$ cat config.mk
export PLATFORM = sky130hd
export DESIGN_NAME = caf_foas_ctrl
export DESIGN_NICKNAME = d
export VERILOG_FILES = /design/src/rtl/caf_foas_ctrl.sv
export SDC_FILE = /design/constraint.sdc
export NUM_CORES = 1
export LEC_CHECK = 0
export CAP_MARGIN = 20
export CORE_MARGIN = 10
export CORE_UTILIZATION = 45
export CTS_BUF_LIST = sky130_fd_sc_hd__clkbuf_16
export CTS_CLUSTER_SIZE = 12
export DETAILED_ROUTE_END_ITERATION = 7
export GPL_TIMING_DRIVEN = 0
export PLACE_DENSITY = 0.7
export SETUP_SLACK_MARGIN = 0.3
export SLEW_MARGIN = 20
export SYNTH_ARGS = -nofsm -noshare
export SYNTH_HDL_FRONTEND = slang
export SYNTH_SLANG_ARGS = --single-unit
$ cat constraint.sdc
create_clock -name clk -period 7.63 [get_ports clk]
set_input_delay 1.526 -clock clk [delete_from_list [all_inputs] [get_ports clk]]
set_output_delay 1.526 -clock clk [all_outputs]
set_load 0.005 [all_outputs]
$ cat src/rtl/caf_foas_ctrl.sv
// FOAS controller for the CAF slice bank: loads per-slice frequency steps, runs the
// slices, captures each slice peak and reduces them to one AXI-stream result.
module caf_foas_ctrl #(
  parameter int unsigned phase_bits          = 10,
  parameter int unsigned foas                = 4,
  parameter int unsigned foas_counter_bits   = 2,
  parameter int unsigned length_counter_bits = 3,
  parameter int unsigned out_max_bits        = 64
) (
  input  logic                                  clk,
  input  logic                                  rst,
  input  logic                                  s_axis_freq_step_tvalid,
  output logic                                  s_axis_freq_step_tready,
  input  logic [phase_bits-1:0]                 freq_step,
  input  logic                                  neg_shift,
  input  logic                                  reload,
  input  logic [out_max_bits-1:0]               threshold,
  output logic [phase_bits-1:0]                 slice_freq_step,
  output logic [foas-1:0]                       slice_freq_step_valid,
  output logic [foas-1:0]                       slice_neg_shift,
  output logic                                  slice_run,
  input  logic [foas-1:0]                       slice_valid,
  input  logic [foas*out_max_bits-1:0]          slice_out_max,
  input  logic [foas*length_counter_bits-1:0]   slice_index,
  output logic                                  m_axis_tvalid,
  input  logic                                  m_axis_tready,
  output logic [out_max_bits-1:0]               m_axis_max,
  output logic [length_counter_bits-1:0]        m_axis_time_index,
  output logic [foas_counter_bits-1:0]          m_axis_freq_index,
  output logic                                  m_axis_detect
);

  localparam int unsigned PW = phase_bits;
  localparam int unsigned NS = foas;
  localparam int unsigned CW = foas_counter_bits;
  localparam int unsigned LW = length_counter_bits;
  localparam int unsigned MW = out_max_bits;

  typedef enum logic [1:0] {LOAD, CORRELATE, FIND_MAX, RETURN_MAX} state_t;

  state_t          state_q, state_d;
  logic            tready_q, tready_d;
  logic            run_q, run_d;
  logic            tvalid_q, tvalid_d;
  logic [PW-1:0]   step_q, step_d;
  logic [NS-1:0]   strobe_q, strobe_d;
  logic [NS-1:0]   neg_q, neg_d;
  logic [CW-1:0]   ld_cnt_q, ld_cnt_d;
  logic [NS-1:0]   cap_q, cap_d;
  logic [MW-1:0]   cap_max_q [NS];
  logic [MW-1:0]   cap_max_d [NS];
  logic [LW-1:0]   cap_idx_q [NS];
  logic [LW-1:0]   cap_idx_d [NS];
  logic [MW-1:0]   thr_q, thr_d;
  logic [CW-1:0]   scan_q, scan_d;
  logic [MW-1:0]   best_max_q, best_max_d;
  logic [LW-1:0]   best_time_q, best_time_d;
  logic [CW-1:0]   best_freq_q, best_freq_d;
  logic [MW-1:0]   m_max_q, m_max_d;
  logic [LW-1:0]   m_time_q, m_time_d;
  logic [CW-1:0]   m_freq_q, m_freq_d;
  logic            m_det_q, m_det_d;
  logic            reload_q, reload_d;

  logic            accept;
  logic            load_last;
  logic            cap_full;
  logic            scan_last;
  logic            out_hs;
  logic            take;
  logic [MW-1:0]   nx_max;
  logic [LW-1:0]   nx_time;
  logic [CW-1:0]   nx_freq;

  assign accept    = s_axis_freq_step_tvalid & tready_q & (state_q == LOAD);
  assign load_last = accept & (ld_cnt_q == CW'(NS - 1));
  assign cap_full  = &cap_q;
  assign scan_last = (scan_q == CW'(NS - 1));
  assign out_hs    = tvalid_q & m_axis_tready;

  // Running maximum; strict compare keeps the lowest slice index on ties.
  assign take    = (scan_q == '0) || (cap_max_q[scan_q] > best_max_q);
  assign nx_max  = take ? cap_max_q[scan_q] : best_max_q;
  assign nx_time = take ? cap_idx_q[scan_q] : best_time_q;
  assign nx_freq = take ? scan_q : best_freq_q;

  always_ff @(posedge clk) begin
    if (rst) state_q <= LOAD;
    else     state_q <= state_d;
  end

  always_comb begin
    state_d = state_q;
    case (state_q)
      LOAD:       if (load_last) state_d = CORRELATE;
      CORRELATE:  if (cap_full)  state_d = FIND_MAX;
      FIND_MAX:   if (scan_last) state_d = RETURN_MAX;
      RETURN_MAX: if (out_hs)    state_d = (reload_q | reload) ? LOAD : CORRELATE;
      default:                   state_d = LOAD;
    endcase
  end

  always_comb begin
    tready_d    = (state_d == LOAD);
    run_d       = (state_d == CORRELATE);
    tvalid_d    = (state_d == RETURN_MAX);
    step_d      = step_q;
    strobe_d    = '0;
    neg_d       = neg_q;
    ld_cnt_d    = ld_cnt_q;
    cap_d       = cap_q;
    cap_max_d   = cap_max_q;
    cap_idx_d   = cap_idx_q;
    thr_d       = thr_q;
    scan_d      = scan_q;
    best_max_d  = best_max_q;
    best_time_d = best_time_q;
    best_freq_d = best_freq_q;
    m_max_d     = m_max_q;
    m_time_d    = m_time_q;
    m_freq_d    = m_freq_q;
    m_det_d     = m_det_q;
    reload_d    = reload_q;

    if (reload && (state_q != LOAD)) reload_d = 1'b1;

    case (state_q)
      LOAD: begin
        if (accept) begin
          step_d   = freq_step;
          ld_cnt_d = load_last ? '0 : ld_cnt_q + CW'(1);
          for (int i = 0; i < NS; i++) begin
            if (ld_cnt_q == CW'(i)) begin
              strobe_d[i] = 1'b1;
              neg_d[i]    = neg_shift;
            end
          end
        end
      end
      CORRELATE: begin
        // First valid per slice wins; later beats from a captured slice are dropped.
        for (int i = 0; i < NS; i++) begin
          if (slice_valid[i] && !cap_q[i]) begin
            cap_d[i]     = 1'b1;
            cap_max_d[i] = slice_out_max[i*MW +: MW];
            cap_idx_d[i] = slice_index[i*LW +: LW];
          end
        end
        if (cap_full) begin
          thr_d  = threshold;
          scan_d = '0;
        end
      end
      FIND_MAX: begin
        best_max_d  = nx_max;
        best_time_d = nx_time;
        best_freq_d = nx_freq;
        scan_d      = scan_last ? '0 : scan_q + CW'(1);
        if (scan_last) begin
          m_max_d  = nx_max;
          m_time_d = nx_time;
          m_freq_d = nx_freq;
          m_det_d  = (nx_max >= thr_q);
        end
      end
      RETURN_MAX: begin
        if (out_hs) begin
          cap_d    = '0;
          reload_d = 1'b0;
        end
      end
      default: ;
    endcase
  end

  always_ff @(posedge clk) begin
    if (rst) begin
      tready_q    <= 1'b1;
      run_q       <= 1'b0;
      tvalid_q    <= 1'b0;
      step_q      <= '0;
      strobe_q    <= '0;
      neg_q       <= '0;
      ld_cnt_q    <= '0;
      cap_q       <= '0;
      cap_max_q   <= '{default: '0};
      cap_idx_q   <= '{default: '0};
      thr_q       <= '0;
      scan_q      <= '0;
      best_max_q  <= '0;
      best_time_q <= '0;
      best_freq_q <= '0;
      m_max_q     <= '0;
      m_time_q    <= '0;
      m_freq_q    <= '0;
      m_det_q     <= 1'b0;
      reload_q    <= 1'b0;
    end else begin
      tready_q    <= tready_d;
      run_q       <= run_d;
      tvalid_q    <= tvalid_d;
      step_q      <= step_d;
      strobe_q    <= strobe_d;
      neg_q       <= neg_d;
      ld_cnt_q    <= ld_cnt_d;
      cap_q       <= cap_d;
      cap_max_q   <= cap_max_d;
      cap_idx_q   <= cap_idx_d;
      thr_q       <= thr_d;
      scan_q      <= scan_d;
      best_max_q  <= best_max_d;
      best_time_q <= best_time_d;
      best_freq_q <= best_freq_d;
      m_max_q     <= m_max_d;
      m_time_q    <= m_time_d;
      m_freq_q    <= m_freq_d;
      m_det_q     <= m_det_d;
      reload_q    <= reload_d;
    end
  end

  assign s_axis_freq_step_tready = tready_q;
  assign slice_freq_step         = step_q;
  assign slice_freq_step_valid   = strobe_q;
  assign slice_neg_shift         = neg_q;
  assign slice_run               = run_q;
  assign m_axis_tvalid           = tvalid_q;
  assign m_axis_max              = m_max_q;
  assign m_axis_time_index       = m_time_q;
  assign m_axis_freq_index       = m_freq_q;
  assign m_axis_detect           = m_det_q;

endmodule

==> summary.txt <==
Synthesis
  • Post-Syn Nets: 3422
  • Main flop type after synthesis: dfxtp_1
  • Top-count cell post-synth: nand2_1
  • Post-synth top cells: nand2_1, dfxtp_1, a21oi_1
  • FFs w/ async S/R, synth: 0%
  • Synth top area cells: dfxtp_1, nand2_1, a21oi_1
  • Yosys synthesis warning count: 0
  • EDFF count, synth: 0
  • Post-synth top area cell: dfxtp_1
  • Synth unique cells: 62
  • Synth top area share: 40.4%
  • Syn Inst Count: 2936
  • #FFs+latches synth: 503
  • Avg Synthesized Cell Area: 8.50 µm²
  • Post-synthesis sequential area ratio: 40.4%
  • Synth Cell Area: 0.0250 mm²

Timing
  • RSZ-0062 raised after global routing: no
  • Max Slew Vio Count: 0
  • Skew final: 0.0330 ns
  • Maximum clock rate: 0.141 GHz
  • Final setup viols: 0
  • Period utilization: 92.6%
  • Worst Tran Pin Value: 1.09 ns
  • Final setup TNS: 0 ns
  • Final hold vios: 0
  • Slew margin rel.: 27.3%
  • Clock period minus worst slack: 7.07 ns

Placement
  • Port buffer count: 441
  • Final Wtd Congestion: 0.925
  • Placed instance count: 4128
  • DP HPWL: 75.9 mm

Pwr
  • Worst VDD drop: 0.178 mV
  • Power Density: 174 mW/mm²
  • LEAKAGE: 10.9 nW

Clocking
  • Num CTS Buffers: 55
  • Root buf cell: clkbuf_16
  • Hold_buf cts: 0
  • Clock buffer depth: 3
  • CTS Sinks: 503
  • Clock Latency Late Sink: 0.63 ns
  • Clk slew on worst S/H paths: 0.06 ns
  • Htree depth: 2
  • TritonCTS clock tree: built

Global route
  • Initial antenna violation count: 5
  • First-pass GRT wire length: 148 mm
  • Vias in the first global route: 24300
  • GRT Residual Overflow: 0
  • Largest net degree at the start of global routing: 14
  • Total Routing Usage GR: 29.1%

Detailed routing
  • Via Count: 24200
  • WL/cell: 23.4 µm
  • Pre-Repair DR Iteration Count: 5
  • Final WL: 99.1 mm
  • Vias per inst: 5.73
  • Initial DRC Count: 2143
  • DRC Markers: 0
  • Antenna-violating nets left: 0

Critical path
  • Buf+Inv Stages, Crit Path: 3
  • RR Startpoint: scan_q[0]
  • CP peak stage delay: 0.66 ns
  • Crit path DAT: 7.54 ns
  • Worst reg-to-reg setup slack: 0.56 ns
  • CP cell instances: clkbuf_2 -> clkbuf_4 -> mux4_2 -> ha_1 -> nand3_1 -> or3_1 -> nor3_2 -> o211ai_1 -> and2_4 -> a21oi_4 -> buf_4 -> mux2_1 -> ha_1 -> a21o_1 -> a21o_1 -> a211o_1 -> a211oi_1 -> nand2_1 -> o41ai_1 -> a211oi_1
  • Crit. End Element: flip-flop
  • CP Launch Type: flip-flop
  • Critical path class: flip-flop to flip-flop
  • FF-to-FF End: m_axis_detect
  • Required @ worst endpoint: 8.10 ns
  • Slowest library cell on the worst path: mux4_2
  • Top Family by Delay on Critical Path: compound AO/OA/AOI/OAI gates
  • R2r worst-path depth: 20
  • Crit path max fanout: 10

Die
  • Starting density of the core: 45.4%
  • Die X: 255 µm
  • Die height: 255 µm
  • Row cnt: 86
  • Core area: 0.0550 mm²
  • Die area: 0.0653 mm²
  • I/O pin cnt: 443

Final layout
  • Multi-input gate area: 0.0134 mm²
  • Non-filler cells, final: 4230
  • Number of fill cells in the layout: 4942
  • Area grow syn2layout: 28.4%
  • Share of cells above drive strength 1: 7.21%
  • FF/Latch Area: 0.0101 mm²
  • Final Net Count: 3924

Outcome
  • Status: finished clean

Min path
  • HP Class: flip-flop to flip-flop
  • Worst Hold End: cap_idx_q[0]
  • HP Start: cap_idx_q[0]
  • Hold depth: 2

Run
  • Max-cap violations: 0
## per-layer routing
layer / part of all wire [%] / track usage (%) / vias up
met5: 0 / 0 / -
met1: 41 / 37.0 / 11800
met3: 7.9 / 5.61 / 178
met4: 3.8 / 11.0 / 0
met2: 47 / 48.1 / 1069
li1: - / - / 11200
## cell usage in the layout, fill, tap and decap left out, drive strengths merged, types with 5 or more instances in the layout
cell type,instances
and2,10
nor3,24
nand4,81
a21oi,396
dfxtp,503
clkinv,26
ha,134
or4,6
o21a,5
buf,50
mux2i,70
mux4,67
clkdlybuf4s50,441
a21o,20
o21ai,19
nand3,22
nand2b,140
nand2,724
clkbuf,235
nor2,95
a211oi,17
nor2b,7
inv,150
a311oi,62
a311o,7
o311a,61
mux2,63
## through the flow
step	util, %	hold slack [ns]	total power, mW	instance area [µm²]	setup WS (ns)
after global placement	55.1	0.439	3.08	30300	-0.124
after floorplan	-	0.433	2.81	25000	2.22
after CTS	58.2	0.452	5.60	32000	0.376
after detailed placement	55.2	0.444	3.08	30400	0.359
after global routing	58.3	0.468	5.73	32000	0.368
final	58.3	0.450	5.59	32000	0.561
## worst max path at each step
stage,start,end,cells past startpoint
after detailed placement,scan_q[1],m_axis_detect,20
after global placement,scan_q[1],m_axis_detect,20
after floorplan,scan_q[0],m_axis_detect,20
after global routing,scan_q[0],m_axis_detect,20
final,scan_q[0],m_axis_detect,20
after CTS,scan_q[0],m_axis_detect,20
## final cells by class
cell class,count,area share (%)
multi-input combinational,2071,41.9
sequential,503,31.4
timing repair buffer,445,13.9
clock buffer,55,4.29
buffer,226,3.03
tap,748,2.92
inverter,136,1.59
clock inverter,44,0.921
antenna,2,0.0156
## state kept, by name, summed over array words and instances, names as in the netlist, 2 cells and up
name	count
cap_max_q	256
best_max_q	64
m_axis_max	64
thr_q	64
cap_idx_q	12
slice_freq_step	10
cap_q	4
slice_freq_step_valid	4
slice_neg_shift	4
best_time_q	3
m_axis_time_index	3
best_freq_q	2
ld_cnt_q	2
m_axis_freq_index	2
scan_q	2
state_q	2
## worst min-delay path: stages (launching register included)
cell and delay, ns:
dfxtp_1 0.30, nand2_1 0.05, a21oi_1 0.05
## cells by family after synthesis
kind of cell | synth area share [%]
multiplexers | 11.7
AO/OA/AOI/OAI | 15.3
AND/OR/NAND/NOR | 20.0
adder cells (fa/ha/maj) | 6.72
flip-flops | 40.4
buffers and inverters | 5.90
## report_power, final
group,internal (mW),switching (mW)
combinational,0.213,0.171
sequential,2.64,0.00686
clock,1.43,1.13
## repair_timing
action	CTS	global route
setup endpoints to repair	1	1
resized for setup	1	3
buffers inserted	0	0
(Power assumes the default switching activity.)
==> variant: new RTL, same flow settings <==
Register the input `threshold` before use, without a reset. The logic sees it one clock later. The other inputs are not delayed to match.
--- a/src/rtl/caf_foas_ctrl.sv
+++ b/src/rtl/caf_foas_ctrl.sv
@@ -40,2 +40,8 @@
 
+  logic [out_max_bits-1:0] threshold_q;
+
+  always_ff @(posedge clk) begin
+    threshold_q <= threshold;
+  end
+
   state_t          state_q, state_d;
@@ -149,3 +155,3 @@
         if (cap_full) begin
-          thr_d  = threshold;
+          thr_d  = threshold_q;
           scan_d = '0;
Formal check against the unedited RTL: same outputs for any inputs over 4 cycles, from zero or initial values and one cycle with rst high; that may be too few to reach the edited logic, so the function may still have changed.
==> variant against the unedited design <==
  * Sequential cell count is 64 higher
  * Synthesized area grew 2.0%
  * Via count increased by 0.16%
  * Clock skew shrank 0.013 ns
  * Sequential share of layout area is 3.3 points higher
  * Power rose by 11%
  * Die area is 1.9% higher
  * Wire length shrank 3.6%
  * Critical path depth unchanged
  * Cell area increased by 2.1%
  * Worst setup slack better by 0.27 ns
  * Hold slack lost 0.020 ns
  * Critical path type unchanged
  * Largest power group unchanged
==> variant: results (changes against the unedited design) <==
| Metric | Value |
|---|---|
| Synth top cells by count | `nand2_1, dfxtp_1, a21oi_1` |
| DRT Pass-1 Iters | `6 (+1)` |
| Diodes inserted | `7 (+5)` |
| Multi-In Gates | `2115 (+2.1%)` |
| Initial antenna violation count | `20 (+15)` |
| CP peak stage delay | `0.62 ns (-0.04 ns)` |
| Worst path slowest cell | `a2111oi_0` |
| Syn nets | `3557 (+3.9%)` |
| Multiplexer share of the synthesized area | `0.0593 (-0.0577)` |
| Slew @ Worst Pin | `0.993 ns (-0.0976 ns)` |
| Non-clk bufs | `692 (+3.1%)` |
| Clock network area share | `0.0573 (+0.00515)` |
| Layout filler cell count | `5238 (+6.0%)` |
| First-pass GRT wire length | `142000 um (-4.6%)` |
| Arrival time of the worst setup path | `7.36 ns (-0.18 ns)` |
| Status | `complete, no violations` |
| Synth Area in XOR/XNOR | `0 (unchanged)` |
| Via density per instance | `5.54 (-3.3%)` |
| Synth Area in Adders | `0.0659 (-0.00133)` |
| CLK BUF | `62 (+13%)` |
| Number of global-route vias before repair | `23700 (-2.5%)` |
| Synth top area share | `0.446 (+0.0423)` |
| R2r worst-path depth | `20 (unchanged)` |
| 1st-iter DRT viols | `2023 (-5.6%)` |
| Worst-path clk slew | `0.06 ns (about the same)` |
| Routability congestion estimate | `0.950 (+2.7%)` |
| Share of cells above drive strength 1 | `0.0541 (-0.0180)` |
| Area after DPL | `30800 sq um (+1.6%)` |
| Non-clock inverters | `139 (+2.2%)` |
| Setup slack at placement | `0.624 ns (+0.266 ns)` |
| Total track usage | `0.275 (-0.0158)` |
| IR drop worst, VDD | `194 uV (+8.9%)` |
| Core Util, Final | `0.583 (about the same)` |
| Compound-gate portion of the synthesized area | `0.195 (+0.0422)` |
| Hold Crit Start | `threshold_q[40]` |
| Nets | `4061 (+3.5%)` |
| Final WL | `95500 um (-3.6%)` |
| Hold Crit Depth | `2 (unchanged)` |
| # port buffers | `442 (+0.23%)` |
| CTS Buf Count | `60 (+9.1%)` |
| Syn Inst Count | `3071 (+4.6%)` |
| Post-route insts no fill | `4383 (+3.6%)` |
| Sequential share of cell area | `0.347 (+0.0326)` |
| Largest net degree at the start of global routing | `16 (+2)` |
| Area of the multi-input gates | `12500 sq um (-7.0%)` |
| Post-DP HPWL | `75200 um (-0.91%)` |
| LEAKAGE | `11.2 nW (+3.0%)` |
| Count of cell types in the netlist | `54 (-13%)` |
| Sequential area share after synthesis | `0.446 (+0.0423)` |
| Register bit total from synthesis | `567 (+13%)` |
| CORE AREA | `56200 sq um (+2.2%)` |
| Cts repair resizes | `0 (-1)` |
| Buffering overhead | `0.169 (-0.000453)` |
| CTS max path bufs | `3 (unchanged)` |
| Placed cells | `4269 (+3.4%)` |
| CP Launch Point | `scan_q[1]` |
| Largest cells by area after synthesis | `dfxtp_1, nand2_1, a21oi_1` |
| Clock Skews | `0.0204 ns (-0.0127 ns)` |
-- variant: cell types whose count changed after synthesis, moves of 57 or more --
cell	change
nand2b_1	-138
o21ai_0	+110
mux2i_1	-70
o31ai_1	+69
dfxtp_1	+64
nand2_1	+64
a31oi_1	+63
a21oi_1	+60
o311a_1	-60
a311oi_1	-57
-- variant: worst paths after layout --
path | end | slack, ns
min reg2reg | thr_q[40] | 0.43
max | m_axis_detect | 0.83
max reg2reg | m_axis_detect | 0.83
min | thr_q[40] | 0.43
-- variant: report_power, final --
group | switching (mW) | total, mW | internal, mW
clock | 1.25 | 2.87 | 1.62
sequential | 0.0128 | 3.00 | 2.99
combinational | 0.141 | 0.338 | 0.197
total | 1.40 | 6.21 | 4.81
-- variant: metal layers --
metal,up-vias,wire (um),track usage
li1,11700,-,-
met1,11400,38500,0.336
met2,972,44800,0.454
met3,207,8330,0.0745
met4,28,3660,0.108
met5,-,185,0
